`config.mk`:
```
export PLATFORM = sky130hd
export DESIGN_NAME = delta_demodulator_multichannel_flat
export DESIGN_NICKNAME = d
export VERILOG_FILES = /design/src/rtl/delta_demodulator_multichannel_if.sv /design/src/rtl/delta_demodulator_multichannel.sv /design/src/flat_wrapper.sv
export SDC_FILE = /design/constraint.sdc
export NUM_CORES = 1
export LEC_CHECK = 0
export ABC_AREA = 1
export CELL_PAD_IN_SITES_DETAIL_PLACEMENT = 0
export CELL_PAD_IN_SITES_GLOBAL_PLACEMENT = 1
export CORE_MARGIN = 3
export CORE_UTILIZATION = 43
export CTS_CLUSTER_SIZE = 12
export DETAILED_ROUTE_END_ITERATION = 7
export PLACE_DENSITY_LB_ADDON = 0.1
export SLEW_MARGIN = 20
export SYNTH_ARGS = -nofsm -noshare
export SYNTH_HDL_FRONTEND = slang
export SYNTH_HIERARCHICAL = 1
export SYNTH_SLANG_ARGS = --single-unit
```
`constraint.sdc`:
```
create_clock -name clk -period 5.95 [get_ports clk]
set_input_delay 0.595 -clock clk [delete_from_list [all_inputs] [get_ports clk]]
set_output_delay 0.595 -clock clk [all_outputs]
set_load 0.02 [all_outputs]
```
`src/rtl/delta_demodulator_multichannel_if.sv`:
```
// Beat/config/output bundle for delta_demodulator_multichannel.
//   master : beat source + config writer (drives en/spikes/sync/clr/cfg_*,
//            receives sample_out/channel_out/valid_out/err)
//   slave  : the demodulator
interface delta_demodulator_multichannel_if #(
  parameter int CHANNELS = 16,
  parameter int WIDTH    = 16
) ();
  localparam int CW = (CHANNELS > 1) ? $clog2(CHANNELS) : 1;

  logic                    en;
  logic                    pos_spike;
  logic                    neg_spike;
  logic                    sync;
  logic                    clr;
  logic                    cfg_we;
  logic [CW-1:0]           cfg_addr;
  logic signed [WIDTH-1:0] cfg_delta;
  logic signed [WIDTH-1:0] sample_out;
  logic [CW-1:0]           channel_out;
  logic                    valid_out;
  logic                    err;

  modport master (
    output en, pos_spike, neg_spike, sync, clr, cfg_we, cfg_addr, cfg_delta,
    input  sample_out, channel_out, valid_out, err
  );

  modport slave (
    input  en, pos_spike, neg_spike, sync, clr, cfg_we, cfg_addr, cfg_delta,
    output sample_out, channel_out, valid_out, err
  );
endinterface

```
`src/rtl/delta_demodulator_multichannel.sv`:
```
// Multichannel delta demodulator: decodes a round-robin time-multiplexed
// (pos_spike, neg_spike) stream into per-channel signed reconstructions.
//   clk, rst : clock, synchronous active-high reset
//   bus      : slave side of delta_demodulator_multichannel_if
//              (beat in: en/pos_spike/neg_spike/sync, clr, cfg_* delta writes;
//               out: sample_out/channel_out/valid_out, sticky err)
// Two stages: stage 1 latches the beat and its channel's delta, stage 2
// updates the accumulator with saturation and registers the output.

// Per-channel state: programmable delta and reconstruction accumulator.
module delta_demodulator_multichannel_lane #(
  parameter int                      WIDTH         = 16,
  parameter logic signed [WIDTH-1:0] DEFAULT_DELTA = 1
) (
  input  logic                    clk,
  input  logic                    rst,
  input  logic                    clr,
  input  logic                    dlt_we,
  input  logic signed [WIDTH-1:0] dlt_d,
  input  logic                    acc_we,
  input  logic signed [WIDTH-1:0] acc_d,
  output logic signed [WIDTH-1:0] dlt_q,
  output logic signed [WIDTH-1:0] acc_q
);
  always_ff @(posedge clk) begin
    if (rst) begin
      dlt_q <= DEFAULT_DELTA;
      acc_q <= '0;
    end else begin
      if (dlt_we) dlt_q <= dlt_d;
      if (clr)         acc_q <= '0;
      else if (acc_we) acc_q <= acc_d;
    end
  end
endmodule

module delta_demodulator_multichannel #(
  parameter int                      CHANNELS      = 16,
  parameter int                      WIDTH         = 16,
  parameter logic signed [WIDTH-1:0] DEFAULT_DELTA = 1
) (
  input  logic                             clk,
  input  logic                             rst,
  delta_demodulator_multichannel_if.slave  bus
);
  localparam int            CW   = (CHANNELS > 1) ? $clog2(CHANNELS) : 1;
  localparam logic [CW-1:0] LAST = CW'(CHANNELS - 1);

  logic [CHANNELS-1:0][WIDTH-1:0] dlt_q;
  logic [CHANNELS-1:0][WIDTH-1:0] acc_q;

  logic [CW-1:0]           cnt;
  logic [CW-1:0]           beat_ch;
  logic [1:0]              vld_pipe;   // [0] stage 1 holds a beat, [1] output valid
  logic [CW-1:0]           s1_ch;
  logic                    s1_pos;
  logic                    s1_neg;
  logic signed [WIDTH-1:0] s1_dlt;
  logic signed [WIDTH-1:0] acc_rd;
  logic signed [WIDTH:0]   sum;
  logic signed [WIDTH-1:0] nxt;
  logic signed [WIDTH-1:0] sample_r;
  logic [CW-1:0]           channel_r;
  logic                    err_r;

  assign beat_ch = bus.sync ? '0 : cnt;

  for (genvar g = 0; g < CHANNELS; g++) begin : g_lane
    delta_demodulator_multichannel_lane #(
      .WIDTH         (WIDTH),
      .DEFAULT_DELTA (DEFAULT_DELTA)
    ) u_lane (
      .clk    (clk),
      .rst    (rst),
      .clr    (bus.clr),
      // out-of-range cfg_addr matches no lane, so it is dropped here
      .dlt_we (bus.cfg_we && (bus.cfg_addr == CW'(g))),
      .dlt_d  (bus.cfg_delta),
      .acc_we (vld_pipe[0] && (s1_ch == CW'(g))),
      .acc_d  (nxt),
      .dlt_q  (dlt_q[g]),
      .acc_q  (acc_q[g])
    );
  end

  // The accumulator is written on the stage-2 edge, so a same-channel beat
  // in stage 1 on the following cycle already reads the updated value:
  // back-to-back beats chain without an explicit bypass path.
  assign acc_rd = acc_q[s1_ch];

  always_comb begin
    sum = {acc_rd[WIDTH-1], acc_rd};
    if (s1_pos && !s1_neg)
      sum = {acc_rd[WIDTH-1], acc_rd} + {s1_dlt[WIDTH-1], s1_dlt};
    else if (!s1_pos && s1_neg)
      sum = {acc_rd[WIDTH-1], acc_rd} - {s1_dlt[WIDTH-1], s1_dlt};
    // the WIDTH+1-bit sum cannot wrap; top two bits differing means overflow
    nxt = sum[WIDTH-1:0];
    if (sum[WIDTH] != sum[WIDTH-1])
      nxt = sum[WIDTH] ? {1'b1, {(WIDTH-1){1'b0}}} : {1'b0, {(WIDTH-1){1'b1}}};
  end

  always_ff @(posedge clk) begin
    if (rst) begin
      cnt       <= '0;
      vld_pipe  <= '0;
      s1_ch     <= '0;
      s1_pos    <= 1'b0;
      s1_neg    <= 1'b0;
      s1_dlt    <= '0;
      sample_r  <= '0;
      channel_r <= '0;
      err_r     <= 1'b0;
    end else if (bus.clr) begin
      // beat on this edge and the one in stage 1 are both dropped
      cnt      <= '0;
      vld_pipe <= '0;
    end else begin
      vld_pipe <= {vld_pipe[0], bus.en};
      if (bus.en) begin
        cnt    <= (beat_ch == LAST) ? '0 : beat_ch + CW'(1);
        s1_ch  <= beat_ch;
        s1_pos <= bus.pos_spike;
        s1_neg <= bus.neg_spike;
        s1_dlt <= dlt_q[beat_ch];   // pre-write value if cfg hits same lane
      end
      if (vld_pipe[0]) begin
        sample_r  <= nxt;
        channel_r <= s1_ch;
        if (s1_pos && s1_neg) err_r <= 1'b1;
      end
    end
  end

  assign bus.sample_out  = sample_r;
  assign bus.channel_out = channel_r;
  assign bus.valid_out   = vld_pipe[1];
  assign bus.err         = err_r;
endmodule

```
`src/flat_wrapper.sv`:
```
// flat-port wrapper written by rule: the top's interface ports become plain ports
module delta_demodulator_multichannel_flat 
#(
  parameter int                      CHANNELS      = 16,
  parameter int                      WIDTH         = 16,
  parameter logic signed [WIDTH-1:0] DEFAULT_DELTA = 1
)
  (clk, rst, bus_en, bus_pos_spike, bus_neg_spike, bus_sync, bus_clr, bus_cfg_we, bus_cfg_addr, bus_cfg_delta, bus_sample_out, bus_channel_out, bus_valid_out, bus_err);
  delta_demodulator_multichannel_if #(.CHANNELS(CHANNELS), .WIDTH(WIDTH)) bus_i ();
  input  logic clk;
  input  logic rst;
  input wire logic [$bits(bus_i.en)-1:0] bus_en;
  input wire logic [$bits(bus_i.pos_spike)-1:0] bus_pos_spike;
  input wire logic [$bits(bus_i.neg_spike)-1:0] bus_neg_spike;
  input wire logic [$bits(bus_i.sync)-1:0] bus_sync;
  input wire logic [$bits(bus_i.clr)-1:0] bus_clr;
  input wire logic [$bits(bus_i.cfg_we)-1:0] bus_cfg_we;
  input wire logic [$bits(bus_i.cfg_addr)-1:0] bus_cfg_addr;
  input wire logic [$bits(bus_i.cfg_delta)-1:0] bus_cfg_delta;
  output wire logic [$bits(bus_i.sample_out)-1:0] bus_sample_out;
  output wire logic [$bits(bus_i.channel_out)-1:0] bus_channel_out;
  output wire logic [$bits(bus_i.valid_out)-1:0] bus_valid_out;
  output wire logic [$bits(bus_i.err)-1:0] bus_err;
  assign bus_i.en = bus_en;
  assign bus_i.pos_spike = bus_pos_spike;
  assign bus_i.neg_spike = bus_neg_spike;
  assign bus_i.sync = bus_sync;
  assign bus_i.clr = bus_clr;
  assign bus_i.cfg_we = bus_cfg_we;
  assign bus_i.cfg_addr = bus_cfg_addr;
  assign bus_i.cfg_delta = bus_cfg_delta;
  assign bus_sample_out = bus_i.sample_out;
  assign bus_channel_out = bus_i.channel_out;
  assign bus_valid_out = bus_i.valid_out;
  assign bus_err = bus_i.err;
  delta_demodulator_multichannel #(.CHANNELS(CHANNELS), .WIDTH(WIDTH), .DEFAULT_DELTA(DEFAULT_DELTA)) u_core (.clk(clk), .rst(rst), .bus(bus_i));
endmodule
```
# Yosys cells after proc, flatten, opt, wreduce, memory -nomap -nowiden
# Cells that the tools add are included.
# classes
addsub,3
multipliers,0
n_div,0
order_cmp,2
eq_ne,32
n_shift,0
muxes,10
bitwise,1
reduce_logical,43
# op_table
cell,n
16-bit binary-select mux with 4-bit select,2
"4-bit equality test, second input constant",17
16-bit two-way mux,4
1-bit logical AND,35
17-bit two-way mux,2
"4-bit by 3-bit equality test with 1-bit output, second input constant",8
16-bit by 16-bit adder with 17-bit output,1
16-bit by 16-bit subtractor with 17-bit output,1
"4-bit by 2-bit equality test with 1-bit output, second input constant",4
"4-bit by 5-bit less-than comparator with 1-bit output, second input constant",2
"4-bit by 1-bit equality test with 1-bit output, second input constant",2
4-bit logical NOT,2
4-bit two-way mux,2
"4-bit by 1-bit adder with 4-bit output, second input constant",1
2-bit AND reduction,2
3-bit AND reduction,1
1-bit logical NOT,2
2-bit OR reduction,1
1-bit != test,1
1-bit inverter,1
# totals
ff_bits,561
latchBits,0
ramBits,0
mem_bits_ro,0
in_bits,28
out_inout_bits,22
wordCells,132
n_memories,0

# Depth between registers and ports, before layout
# Gate-level depths: netlist (run 1).
# logic_depth
ltp_word,7
ltp_mapped,30
ltp_nobuf,27

# Cells and area by module
# The synthesis (run 1) kept the hierarchy.
# by_module_without_submodules
module,instances,cells_per_inst,area_each_um2,seq_area_each_um2
delta_demodulator_multichannel_lane,16,171,1214.9,640.6
delta_demodulator_multichannel,1,1499,8303.0,980.9

# Worst setup path after synthesis (run 1)
# No wires, ideal clock.
# synth_path
path_type,register -> register
from,reg u_core.s1_ch[1]
to,reg u_core.g_lane[0].u_lane.acc_q[0]
setup_time_ns,0.113
arrival_ns,3.340
required_ns,5.837
setup_slack_ns,2.498
path_stages_with_launch,29
n_path_buf,3
period_less_slack_ns,3.452
path_cell_list,dfxtp_1 -> buf_4 -> nand2_1 -> inv_2 -> clkbuf_1 -> a22oi_1 -> nand2_1 -> nand2_1 -> nand2_1 -> nor2_1 -> inv_1 -> ha_1 -> inv_1 -> fa_1 -> o21ai_2 -> nand2_1 -> nand2_2 -> nand2_2 -> nand3_2 -> nand3_2 -> nand2_4 -> nand2_4 -> buf_12 -> nand2_2 -> nand2_1 -> inv_1 -> nand2_1 -> nand2_1 -> nor2_1
# synth_between
elab_chain_len,7
word_cells_on_any_way,11
classes_between,add/sub (2); eq/ne (1); mux (6); reduce/logical (2)
# synth_lines
item,line,text
from (decl),delta_demodulator_multichannel.sv:55,logic [CW-1:0] s1_ch;
from (signal assigned),delta_demodulator_multichannel.sv:122,s1_ch <= beat_ch;
16-bit binary-select mux with 4-bit select (*),delta_demodulator_multichannel.sv:89,assign acc_rd = acc_q[s1_ch];
16-bit two-way mux (implied by the code) (*),delta_demodulator_multichannel.sv:89,
16-bit by 16-bit subtractor with 17-bit output,delta_demodulator_multichannel.sv:96,"sum = {acc_rd[WIDTH-1], acc_rd} - {s1_dlt[WIDTH-1], s1_dlt};"
17-bit two-way mux,delta_demodulator_multichannel.sv:95,else if (!s1_pos && s1_neg)
17-bit two-way mux (*),delta_demodulator_multichannel.sv:93,if (s1_pos && !s1_neg)
16-bit two-way mux or 1-bit != test (tied branches),"delta_demodulator_multichannel.sv:100, delta_demodulator_multichannel.sv:99",
16-bit two-way mux (*),delta_demodulator_multichannel.sv:99,if (sum[WIDTH] != sum[WIDTH-1])
via u_core.nxt[0],delta_demodulator_multichannel.sv:61,logic signed [WIDTH-1:0] nxt;
to (signal assigned),delta_demodulator_multichannel.sv:28,acc_q <= '0;
to (signal assigned),delta_demodulator_multichannel.sv:31,if (clr) acc_q <= '0;
to (signal assigned),delta_demodulator_multichannel.sv:32,else if (acc_we) acc_q <= acc_d;
to (decl),delta_demodulator_multichannel.sv:23,output logic signed [WIDTH-1:0] acc_q
# The timed path passes the listed nets; every way through them passes the cells marked *. The select of a mux whose other input is x is not followed.
# A chain may end at the register's enable or synchronous reset.

# Worst setup path after layout (run 1)
# layout_path
from,reg u_core.s1_ch[0]
to,reg u_core.g_lane[9].u_lane.acc_q[8]
# layout_between
elab_chain_len,7
word_cells_on_any_way,11
classes_between,add/sub (2); eq/ne (2); mux (6); reduce/logical (1)
# layout_lines
item,line
16-bit binary-select mux with 4-bit select (*),delta_demodulator_multichannel.sv:89
16-bit two-way mux (implied by the code) (*),delta_demodulator_multichannel.sv:89
16-bit by 16-bit subtractor with 17-bit output,delta_demodulator_multichannel.sv:96
17-bit two-way mux,delta_demodulator_multichannel.sv:95
17-bit two-way mux (*),delta_demodulator_multichannel.sv:93
16-bit two-way mux or 1-bit != test (tied branches),"delta_demodulator_multichannel.sv:100, delta_demodulator_multichannel.sv:99"
16-bit two-way mux (*),delta_demodulator_multichannel.sv:99
via u_core.nxt[8],delta_demodulator_multichannel.sv:61
to (signal assigned),delta_demodulator_multichannel.sv:28
to (signal assigned),delta_demodulator_multichannel.sv:31
to (signal assigned),delta_demodulator_multichannel.sv:32
to (decl),delta_demodulator_multichannel.sv:23
# Marks and branches as above.

==> run summary, run 1 <==
Starting Density -> 43.7%
Uppermost layer routed -> met5
Final setup TNS -> 0 ps
CP startpoint -> u_core/s1_ch[0]$_SDFFE_PP0P_
Worst path max stage delay -> 690 ps
Largest family of logic cells by synthesized area -> simple AND/OR/NAND/NOR gates
Post-CTS setup buffers -> 0
Asr flop ratio synth -> 0%
Core area -> 63400 µm²
CTS tree -> done
Initial antenna violation count -> 2
Synth Cell Area -> 27700 µm²
Inserted Diodes -> 0
Unrepaired setup endpoints after global routing -> no
Min Tclk post-route -> 5090 ps
Rows -> 92
RR Startpoint -> u_core/s1_ch[0]$_SDFFE_PP0P_
Vias in the first global route -> 23900
XOR/XNOR Fraction of Synth Area -> 0.284%
VDD IR-drop max -> 0.201 mV
First-pass DRT Iterations -> 5
Tcrit/Tclk final -> 85.5%
Tightest Pin Transition -> 1090 ps
Largest net degree at the start of global routing -> 66
CP endpoint kind -> flip-flop
NumNets Final -> 4272
H-tree level count -> 3
Final hold vios -> 0
Synth Area in Compound Gates -> 14.6%
Kind of critical path -> flip-flop to flip-flop
Syn_nets -> 4298
Routed length per instance -> 18.7 µm
Met2 wire len -> 40.8 mm
Num CTS Buffers -> 66
Post_cts resized -> 0
Worst slew margin -> 27.4%
Slowest cell on crit path -> dfxtp_1
Final setup fails -> 0
Status -> completed
Met1 Wirelength -> 46.2 mm
Met3 WL post-DR -> 6.19 mm
GRT Util Overall -> 27.9%
Die Wd -> 260 µm
Pre-CTS setup slack -> 950 ps
Vias/cell -> 5.16
Routed wire length -> 95.4 mm
Post-Synth Adder-Cell Area -> 1.63%
I/O pin count -> 50
Final Slew Violations -> 0
Clk root buf -> clkbuf_16
Max Cap Viol -> 0
Crit path top cell by count -> nand2_1
Die Ht -> 260 µm
Drt first-iter violations -> 2449
GRT overflow -> 0
Worst Path Max Fanout -> 27
Syn_area_per_cell -> 6.55 µm²
FF+latch count, synth -> 561
Synth Flop Type -> dfxtp_1
Vias -> 26300
WP data required -> 6490 ps
DRC viols -> 0
Clock sink count -> 561
P per Cell Area -> 283 nW/µm²
Warnings, synthesis -> 6
Synth cell types -> 45
FMAX -> 0.197 GHz
CTS max path bufs -> 3
Die area -> 67600 µm²
Sequential-to-total area share from yosys stat -> 40.5%
Placed wire-length estimate -> 61.5 mm
CTS Hold Bufs -> 0
ANT nets after route -> 0
EDFF count, synth -> 0
PortBufs -> 49
Post-synthesis mux area share -> 0%
Worst hold margin -> 453 ps
# fillers -> 6628
Simple-Gate Fraction of Synth Area -> 32.4%
Clock-pin transition on the worst setup and hold timing paths -> 60 ps
Hold crit path type -> flip-flop to flip-flop
Area growth syn-to-layout -> 11.0%
GPL Wtd Cong -> 0.879
Power consumption -> 8.73 mW
Final Skew -> 32.4 ps
Worst hold start -> u_core/g_lane[1].u_lane/dlt_q[0]$_SDFFE_PP1P_
Synth Instances -> 4235
Clk Latency, worst-skew pair -> 620 ps
Share of post-route cells with drive strength above 1 -> 6.61%
First-pass GRT wire length -> 147 mm
Worst-path cell chain -> nor2_4 > buf_4 > a22oi_1 > nand2_1 > nand2_1 > nand4_1 > ha_1 > inv_1 > nor3_2 > and2_1 > nand2_1 > nand3_1 > nand3_1 > nand2_2 > nand2_4 > nand2_4 > nand2_1 > nand2_1 > buf_4 > inv_1 > nand2_1 > nand2_1 > nor2_1
Lkg Pwr -> 13.8 nW
Post-route setup slack -> 863 ps
Worst path arrival time -> 5630 ps
Critical Path Start Type -> flip-flop
-- power by group --
| part | switching, mW | leakage (nW) | internal [mW] |
|---|---|---|---|
| sequential | 0.0335 | 4.53 | 3.81 |
| combinational | 0.670 | 8.20 | 0.241 |
| clock | 1.69 | 1.03 | 2.28 |
| total | 2.39 | 13.8 | 6.34 |
-- placed cells by master (no fill, tap or decap), drive strengths merged, types with 11 or more instances in the layout --
| master | count |
|---|---|
| inv | 434 |
| ha | 33 |
| a21oi | 41 |
| clkbuf | 90 |
| nand4 | 16 |
| o21ai | 399 |
| clkdlybuf4s50 | 47 |
| a22oi | 120 |
| nand2 | 910 |
| nor2 | 1241 |
| nor3 | 11 |
| o22ai | 32 |
| clkinv | 15 |
| dfxtp | 561 |
| o211ai | 48 |
| o221ai | 32 |
| nand3 | 105 |
| buf | 82 |
-- worst max-delay path, delay by kind of cell (launching register included) --
| family | cells | cell delay (ps) |
|---|---|---|
| DFF | 1 | 690 |
| and+or+nand+nor | 17 | 2690 |
| AOI/OAI and AO/OA | 1 | 200 |
| adders and majority gates | 1 | 610 |
| buffers and inverters | 4 | 810 |
-- metrics by stage --
| step | util (%) | std cells | cell area, µm² |
|---|---|---|---|
| 2_1_floorplan | - | 4235 | 27700 |
| 3_3_place_gp | 45.3 | 4987 | 28700 |
| 3_5_place_dp | 45.3 | 4987 | 28700 |
| 4_1_cts | 48.6 | 5096 | 30800 |
| 5_1_grt | 48.6 | 5096 | 30800 |
| 6_report | 48.6 | 5096 | 30800 |
-- area by class of cell --
class | instances | area (µm²) | area share [%]
Multi-Input combinational cell | 3019 | 13700 | 44.4
Sequential cell | 561 | 11200 | 36.5
Clock buffer | 90 | 1850 | 6.01
Inverter | 432 | 1620 | 5.27
Timing Repair Buffer | 129 | 1150 | 3.72
Tap cell | 846 | 1060 | 3.44
Clock inverter | 19 | 226 | 0.735
-- synthesized netlist by cell type, types with 2 or more instances --
cell type / n / area, µm²
nand3b_1: 2 / 15.0
a21o_1: 3 / 22.5
a22oi_1: 120 / 901
o22ai_1: 32 / 200
nand2_2: 13 / 81.3
fa_1: 2 / 40.0
a21oi_1: 40 / 200
buf_2: 46 / 230
clkbuf_1: 69 / 259
nand2_1: 895 / 3360
inv_1: 393 / 1480
nand3_2: 2 / 20.0
buf_4: 68 / 510
nor3_1: 10 / 50.1
buf_6: 17 / 191
buf_1: 5 / 18.8
nand2_4: 2 / 22.5
or2_1: 2 / 12.5
o21bai_1: 5 / 37.5
nand4_1: 16 / 100
xor2_1: 9 / 78.8
ha_1: 33 / 413
o211ai_1: 48 / 360
nor2_2: 5 / 31.3
o21ai_1: 65 / 325
a31oi_1: 2 / 12.5
nand3_1: 103 / 515
nor2_4: 16 / 180
o221ai_1: 32 / 280
clkinv_1: 2 / 7.51
nor2_1: 1220 / 4580
inv_2: 37 / 139
dfxtp_1: 561 / 11200
clkbuf_2: 17 / 85.1
o21ai_0: 333 / 1670
-- state kept, by name (all words and copies together) (netlist names) --
name,count
u_core/bus.channel_out,4
u_core/bus.err,1
u_core/bus.sample_out,16
u_core/cnt,4
u_core/g_lane.u_lane/acc_q,256
u_core/g_lane.u_lane/dlt_q,256
u_core/s1_ch,4
u_core/s1_dlt,16
u_core/s1_neg,1
u_core/s1_pos,1
u_core/vld_pipe,2
-- path summary, 6_finish.rpt --
check	to	slack, ps	cells after the start
setup reg to reg	u_core/g_lane[9].u_lane/acc_q[8]$_SDFFE_PP0P_	860	23
hold / removal	u_core/g_lane[1].u_lane/dlt_q[0]$_SDFFE_PP1P_	450	2
setup / recovery	u_core/g_lane[9].u_lane/acc_q[8]$_SDFFE_PP0P_	860	23
hold reg to reg	u_core/g_lane[1].u_lane/dlt_q[0]$_SDFFE_PP1P_	450	2
-- layer usage --
layer	global-route usage (%)	up-vias
li1	-	13300
met5	0	-
met1	40.7	12100
met4	6.98	4
met2	42.8	752
met3	4.27	145
-- kinds of logic after synthesis --
| family | Yosys count |
|---|---|
| and+or+nand+nor | 2290 |
| DFF | 561 |
| AOI/OAI and AO/OA | 685 |
| buffers and inverters | 655 |
| adders and majority gates | 35 |
| xor gates and xnor gates | 9 |
(Power assumes the default switching activity.)
==> inputs of run 2 (changes only) <==
--- a/config.mk
+++ b/config.mk
@@ -6,10 +6,12 @@
 export NUM_CORES = 1
 export LEC_CHECK = 0
 export ABC_AREA = 1
+export CAP_MARGIN = 20
 export CELL_PAD_IN_SITES_DETAIL_PLACEMENT = 0
 export CELL_PAD_IN_SITES_GLOBAL_PLACEMENT = 1
 export CORE_MARGIN = 3
 export CORE_UTILIZATION = 43
+export CTS_CLUSTER_DIAMETER = 200
 export CTS_CLUSTER_SIZE = 12
 export DETAILED_ROUTE_END_ITERATION = 7
 export PLACE_DENSITY_LB_ADDON = 0.1
==> run 2 against run 1 <==
Net effect: via count is 0.51% lower; global-route usage fell by 0.17 points; design area decreased by 2.2%; clock-buffer cell count down 38; wire length down 0.51%; first-iteration DRC count fell by 1.3%; worst setup slack improved by 67 ps; clock skew up 9.8 ps; die area unchanged; highest routed layer is now met4.
==> run summary, run 2 (same netlist as run 1, synthesis figures left out) <==
Clk root buf -> clkbuf_16
Worst path arrival time -> 5530 ps (-100 ps)
Clock-pin transition on the worst setup and hold timing paths -> 60 ps (about the same)
Final core occ -> 47.5% (-1.1 points)
Power consumption -> 7.78 mW (-11%)
WP data required -> 6460 ps (-30 ps)
Final Slew Violations -> 0 (unchanged)
Worst Path Max Fanout -> 27 (unchanged)
Worst slew margin -> 26.8% (-0.57 points)
First-pass DRT Iterations -> 5 (unchanged)
Clk Latency, worst-skew pair -> 630 ps (about the same)
Num CTS Buffers -> 52 (-21%)
Top Registers -> u_core/g_lane.u_lane/acc_q (256), u_core/g_lane.u_lane/dlt_q (256)
PortBufs -> 49 (unchanged)
Power share of the clock group -> 38.9% (-6.6 points)
CTS max path bufs -> 3 (unchanged)
Initial antenna violation count -> 0 (-2)
Largest net degree at the start of global routing -> 66 (unchanged)
First-pass GRT wire length -> 146 mm (-0.39%)
Tightest Pin Transition -> 1100 ps (+8.48 ps)
Clock sink count -> 561 (unchanged)
Die Ht -> 260 µm (unchanged)
VDD IR-drop max -> 0.199 mV (-1.1%)
Final setup TNS -> 0 ps (unchanged)
Vias in the first global route -> 23800 (-0.35%)
Vias/cell -> 5.18 (+0.51%)
Starting Density -> 43.7% (unchanged)
Kind of critical path -> flip-flop to flip-flop
Die area -> 67600 µm² (unchanged)
P per Cell Area -> 258 nW/µm² (-8.8%)
Most common cell after layout, fill and taps aside -> nor2_1
Flop pwr share -> 49.4% (+5.3 points)
Reg2Reg Setup Slack -> 930 ps (+70 ps)
Drt first-iter violations -> 2418 (-1.3%)
H-tree level count -> 2 (-1)
FMAX -> 0.199 GHz (+1.3%)
Worst hold margin -> 450 ps (-2.33 ps)
Post_cts resized -> 0 (unchanged)
Final Skew -> 42.2 ps (+9.81 ps)
Vias -> 26100 (-0.51%)
Placed wire-length estimate -> 61.5 mm (about the same)
DRC viols -> 0 (unchanged)
Comb power frac -> 11.7% (+1.3 points)
Max Cap Viol -> 0 (unchanged)
DP Area -> 28800 µm² (about the same)
Critical Path Start Type -> flip-flop
Min Tclk post-route -> 5020 ps (-67.2 ps)
Routed wire length -> 94.9 mm (-0.51%)
RR Startpoint -> u_core/s1_ch[0]$_SDFFE_PP0P_
CTS Hold Bufs -> 0 (unchanged)
CTS tree -> done
I/O pin count -> 50 (unchanged)
GRT Util Overall -> 27.7% (-0.17 points)
Net switching power -> 2.18 mW (-9.0%)
Post-CTS setup buffers -> 0 (unchanged)
Area growth syn-to-layout -> 8.59%
Lkg Pwr -> 13.4 nW (-2.4%)
Hold crit path type -> flip-flop to flip-flop
ANT nets after route -> 0 (unchanged)
Die Wd -> 260 µm (unchanged)
Inserted Diodes -> 0 (unchanged)
GPL Wtd Cong -> 0.879 (unchanged)
Rows -> 92 (unchanged)
Final hold vios -> 0 (unchanged)
CP startpoint -> u_core/s1_ch[0]$_SDFFE_PP0P_
Internal power -> 5.61 mW (-12%)
Final setup fails -> 0 (unchanged)
NumNets Final -> 4259 (-0.30%)
Worst hold start -> u_core/g_lane[1].u_lane/dlt_q[0]$_SDFFE_PP1P_
Design area -> 30100 µm² (-2.2%)
Switching share of power -> 28.0% (+0.57 points)
Unrepaired setup endpoints after global routing -> no
Most frequent cells in the layout -> nor2_1, nand2_1, dfxtp_1
Core area -> 63400 µm² (unchanged)
Routed length per instance -> 18.8 µm (+0.52%)
CP endpoint kind -> flip-flop
GRT overflow -> 0 (unchanged)
Share of post-route cells with drive strength above 1 -> 5.76% (-0.85 points)
# fillers -> 6782 (+2.3%)
Status -> completed
Tcrit/Tclk final -> 84.4% (-1.1 points)
## run 2: final cells by class
class	count	area [µm²]	area share, %
timing repair buffer	130	1170	3.90
clock buffer	52	1300	4.32
inverter	432	1620	5.39
sequential	561	11200	37.3
clock inverter	4	71.3	0.237
multi-input combinational	3019	13700	45.4
tap	846	1060	3.51
## run 2: worst max-delay path: stages, from the launching register on
cell,delay (ps)
dfxtp_1,480
nor2_4,860
a22oi_1,260
nand2_1,290
nand2_1,150
nand4_1,350
ha_1,330
inv_1,150
nand2_1,100
nand2_1,90
a21oi_2,180
nor2_1,60
nor2_1,140
nand2_1,80
nand2_1,70
nand3_2,110
nand2_4,260
nand2_4,200
nand2_1,160
nand2_1,90
buf_4,220
inv_1,70
nand2_1,40
nand2_1,80
nor2_1,40
## run 2: worst paths after layout
path | to | depth (start not counted)
setup / recovery | u_core/g_lane[12].u_lane/acc_q[8]$_SDFFE_PP0P_ | 24
hold / removal | u_core/g_lane[1].u_lane/dlt_q[0]$_SDFFE_PP1P_ | 2
hold reg to reg | u_core/g_lane[1].u_lane/dlt_q[0]$_SDFFE_PP1P_ | 2
setup reg to reg | u_core/g_lane[12].u_lane/acc_q[8]$_SDFFE_PP0P_ | 24
## run 2: power by group through the flow
stage / Combinational, mW / Sequential, mW / Clock (mW)
after global placement: 0.899 / 3.93 / 0
after floorplan: 0.543 / 3.92 / 0
after CTS: 0.901 / 3.84 / 3.11
after detailed placement: 0.897 / 3.93 / 0
final: 0.911 / 3.85 / 3.02
after global routing: 1.00 / 3.85 / 3.25
## run 2: through the flow
stage / worst slack [ps] / std cells
after floorplan: 2500 / 4235
after global placement: 923 / 4987
after detailed placement: 958 / 4988
after CTS: 942 / 5044
after global routing: 576 / 5044
final: 930 / 5044
## run 2: layer usage
metal | share of wire (%) | up-vias | wire (µm) | global-route usage [%]
met4 | 1.7 | 0 | 1570 | 5.23
met5 | 0 | - | 0 | 0
met1 | 49 | 12200 | 46400 | 41.0
met3 | 6.2 | 105 | 5840 | 3.41
li1 | - | 13200 | - | -
met2 | 43 | 699 | 41100 | 43.4
==> inputs of run 3 (changes only) <==
--- a/config.mk
+++ b/config.mk
@@ -10,7 +10,7 @@
 export CELL_PAD_IN_SITES_DETAIL_PLACEMENT = 0
 export CELL_PAD_IN_SITES_GLOBAL_PLACEMENT = 1
 export CORE_MARGIN = 3
-export CORE_UTILIZATION = 43
+export CORE_UTILIZATION = 41
 export CTS_CLUSTER_DIAMETER = 200
 export CTS_CLUSTER_SIZE = 12
 export DETAILED_ROUTE_END_ITERATION = 7
==> constraint.sdc (replaced) <==
create_clock -name clk -period 4.6 [get_ports clk]
set_input_delay 0.46 -clock clk [delete_from_list [all_inputs] [get_ports clk]]
set_output_delay 0.46 -clock clk [all_outputs]
set_load 0.02 [all_outputs]
==> run 3 against run 2 <==
Net effect: maximum frequency grew 17%; design area grew 1.7%; first-iteration DRC count shrank 8.6%; worst setup slack lost 610 ps; cell count grew 1.1%; worst hold slack lost 71 ps; clock power grew 30%; critical endpoint is now u_core/g_lane[15].u_lane/acc_q[8]$_SDFFE_PP0P_; highest routed layer unchanged.
==> run summary, run 3 (same netlist as run 1, synthesis figures left out) <==
Lkg Pwr -> 13.7 nW (+1.7%)
Tcrit/Tclk final -> 93.0% (+8.6 points)
Final setup fails -> 0 (unchanged)
Critical Path Start Type -> flip-flop
Worst Path Max Fanout -> 23 (-15%)
Rows -> 94 (+2.2%)
Reg2reg path depth -> 26 (+8.3%)
VDD IR-drop max -> 0.257 mV (+29%)
Tightest Pin Transition -> 1140 ps (+45.7 ps)
CP endpoint kind -> flip-flop
GPL Wtd Cong -> 0.880 (about the same)
Vias -> 26400 (+1.1%)
NumNets Final -> 4295 (+0.85%)
Fin cells -> 5098 (+1.1%)
Die Wd -> 266 µm (+2.4%)
Multi-input logic area -> 13700 µm² (+0.13%)
GRT Util Overall -> 26.9% (-0.77 points)
Top Registers -> u_core/g_lane.u_lane/acc_q (256), u_core/g_lane.u_lane/dlt_q (256)
Storage cell area -> 11200 µm² (about the same)
Clock sink count -> 561 (unchanged)
Final Skew -> 23.9 ps (-18.3 ps)
Vias/cell -> 5.19 (about the same)
Largest net degree at the start of global routing -> 129 (+95%)
GRT overflow -> 0 (unchanged)
Area growth syn-to-layout -> 10.5%
Core area -> 66500 µm² (+4.8%)
Initial antenna violation count -> 0 (unchanged)
CP startpoint -> u_core/s1_ch[0]$_SDFFE_PP0P_
Most common cell after layout, fill and taps aside -> nor2_1
Clk root buf -> clkbuf_16
Die Ht -> 266 µm (+2.4%)
First-pass DRT Iterations -> 5 (unchanged)
DRC viols -> 0 (unchanged)
Unrepaired setup endpoints after global routing -> no
Share of post-route cells with drive strength above 1 -> 6.78% (+1.0 points)
Drt first-iter violations -> 2211 (-8.6%)
First-pass GRT wire length -> 149 mm (+2.0%)
RR Startpoint -> u_core/s1_ch[0]$_SDFFE_PP0P_
Hold crit path type -> input pin to flip-flop
Status -> completed
Final Slew Violations -> 0 (unchanged)
Post-route setup slack -> 324 ps (-606 ps)
ANT nets after route -> 0 (unchanged)
Most frequent cells in the layout -> nor2_1, nand2_1, dfxtp_1
Hold Path Stages -> 4 (+2)
Routed length per instance -> 19.0 µm (+0.91%)
Routed wire length -> 96.8 mm (+2.0%)
# fillers -> 7060 (+4.1%)
Kind of critical path -> flip-flop to flip-flop
Pre-CTS setup slack -> 207 ps (-751 ps)
Final hold vios -> 0 (unchanged)
Worst slew margin -> 23.5% (-3.3 points)
Clk Latency, worst-skew pair -> 630 ps (about the same)
Die area -> 70800 µm² (+4.8%)
FMAX -> 0.234 GHz (+17%)
H-tree level count -> 2 (unchanged)
Worst path arrival time -> 4830 ps (-700 ps)
Placed wire-length estimate -> 63.7 mm (+3.5%)
Worst hold start -> rst
Num CTS Buffers -> 52 (unchanged)
I/O pin count -> 50 (unchanged)
WP data required -> 5160 ps (-1300 ps)
Placed Instances -> 5037 (+0.98%)
CTS max path bufs -> 3 (unchanged)
P per Cell Area -> 333 nW/µm² (+29%)
Final setup TNS -> 0 ps (unchanged)
Vias in the first global route -> 24000 (+0.82%)
Min Tclk post-route -> 4280 ps (-744 ps)
CTS tree -> done
Starting Density -> 41.7% (-2.0 points)
Inserted Diodes -> 0 (unchanged)
Clock-pin transition on the worst setup and hold timing paths -> 60 ps (about the same)
PortBufs -> 49 (unchanged)
Max Cap Viol -> 0 (unchanged)
==> run 3: layout make-up <==
class	instances	share of cell area, %
Clock inverter	4	0.233
Inverter	432	5.31
Timing Repair Buffer	166	5.38
Sequential cell	561	36.7
Clock buffer	52	4.25
Multi-Input combinational cell	3019	44.6
Tap cell	864	3.53
==> run 3: power breakdown <==
| group | switching [mW] | internal, mW |
|---|---|---|
| Sequential | 0.0418 | 4.93 |
| Combinational | 0.901 | 0.389 |
| Clock | 1.93 | 2.01 |
| Total | 2.87 | 7.33 |
==> run 3: through the flow <==
stage	power (mW)	cell area (µm²)	utilization (%)	hold slack (ps)
floorplan	5.78	27700	-	424
global placement	6.35	29200	44.0	436
detailed placement	6.35	29200	44.0	439
CTS	10.3	30600	46.0	345
global route	10.6	30600	46.1	380
finish	10.2	30600	46.1	379
==> run 3: path summary, 6_finish.rpt <==
| check | end | slack, ps |
|---|---|---|
| hold / removal | u_core/cnt[2]$_SDFFE_PP0P_ | 380 |
| setup / recovery | u_core/g_lane[15].u_lane/acc_q[8]$_SDFFE_PP0P_ | 320 |
| setup reg to reg | u_core/g_lane[15].u_lane/acc_q[8]$_SDFFE_PP0P_ | 320 |
| hold reg to reg | u_core/g_lane[2].u_lane/dlt_q[0]$_SDFFE_PP1P_ | 450 |
==> run 3: what timing repair did <==
action,in CTS,in global routing
resized for setup,0,6
endpoints found under the setup margin,0,241
hold buffers,0,0
buffers inserted,0,5
==> run 3: worst max-delay path: stages (launching register included) <==
cell and delay, ps:
dfxtp_2 460, buf_4 190, inv_2 50, nor2_4 180
buf_4 330, a22oi_1 120, nand2_1 140, nand2_1 90
nand4_1 280, ha_1 380, or2_1 270, o21ai_2 210
nand2_1 110, nand2_2 140, nand2_2 80, nand2_1 70
nand2_1 50, nand3_2 110, nand2_4 70, nand2_4 190
nand2_1 110, nand2_1 120, buf_12 160, inv_1 50
nand2_1 50, nand2_1 50, nor2_1 90
==> run 3: metal layers <==
| layer | vias to the layer above | share of wire, % | track usage, % |
|---|---|---|---|
| li1 | 13300 | - | - |
| met4 | 0 | 2.0 | 6.49 |
| met1 | 12300 | 49 | 40.3 |
| met2 | 743 | 42 | 41.1 |
| met5 | - | 0 | 0 |
| met3 | 92 | 6.1 | 3.33 |
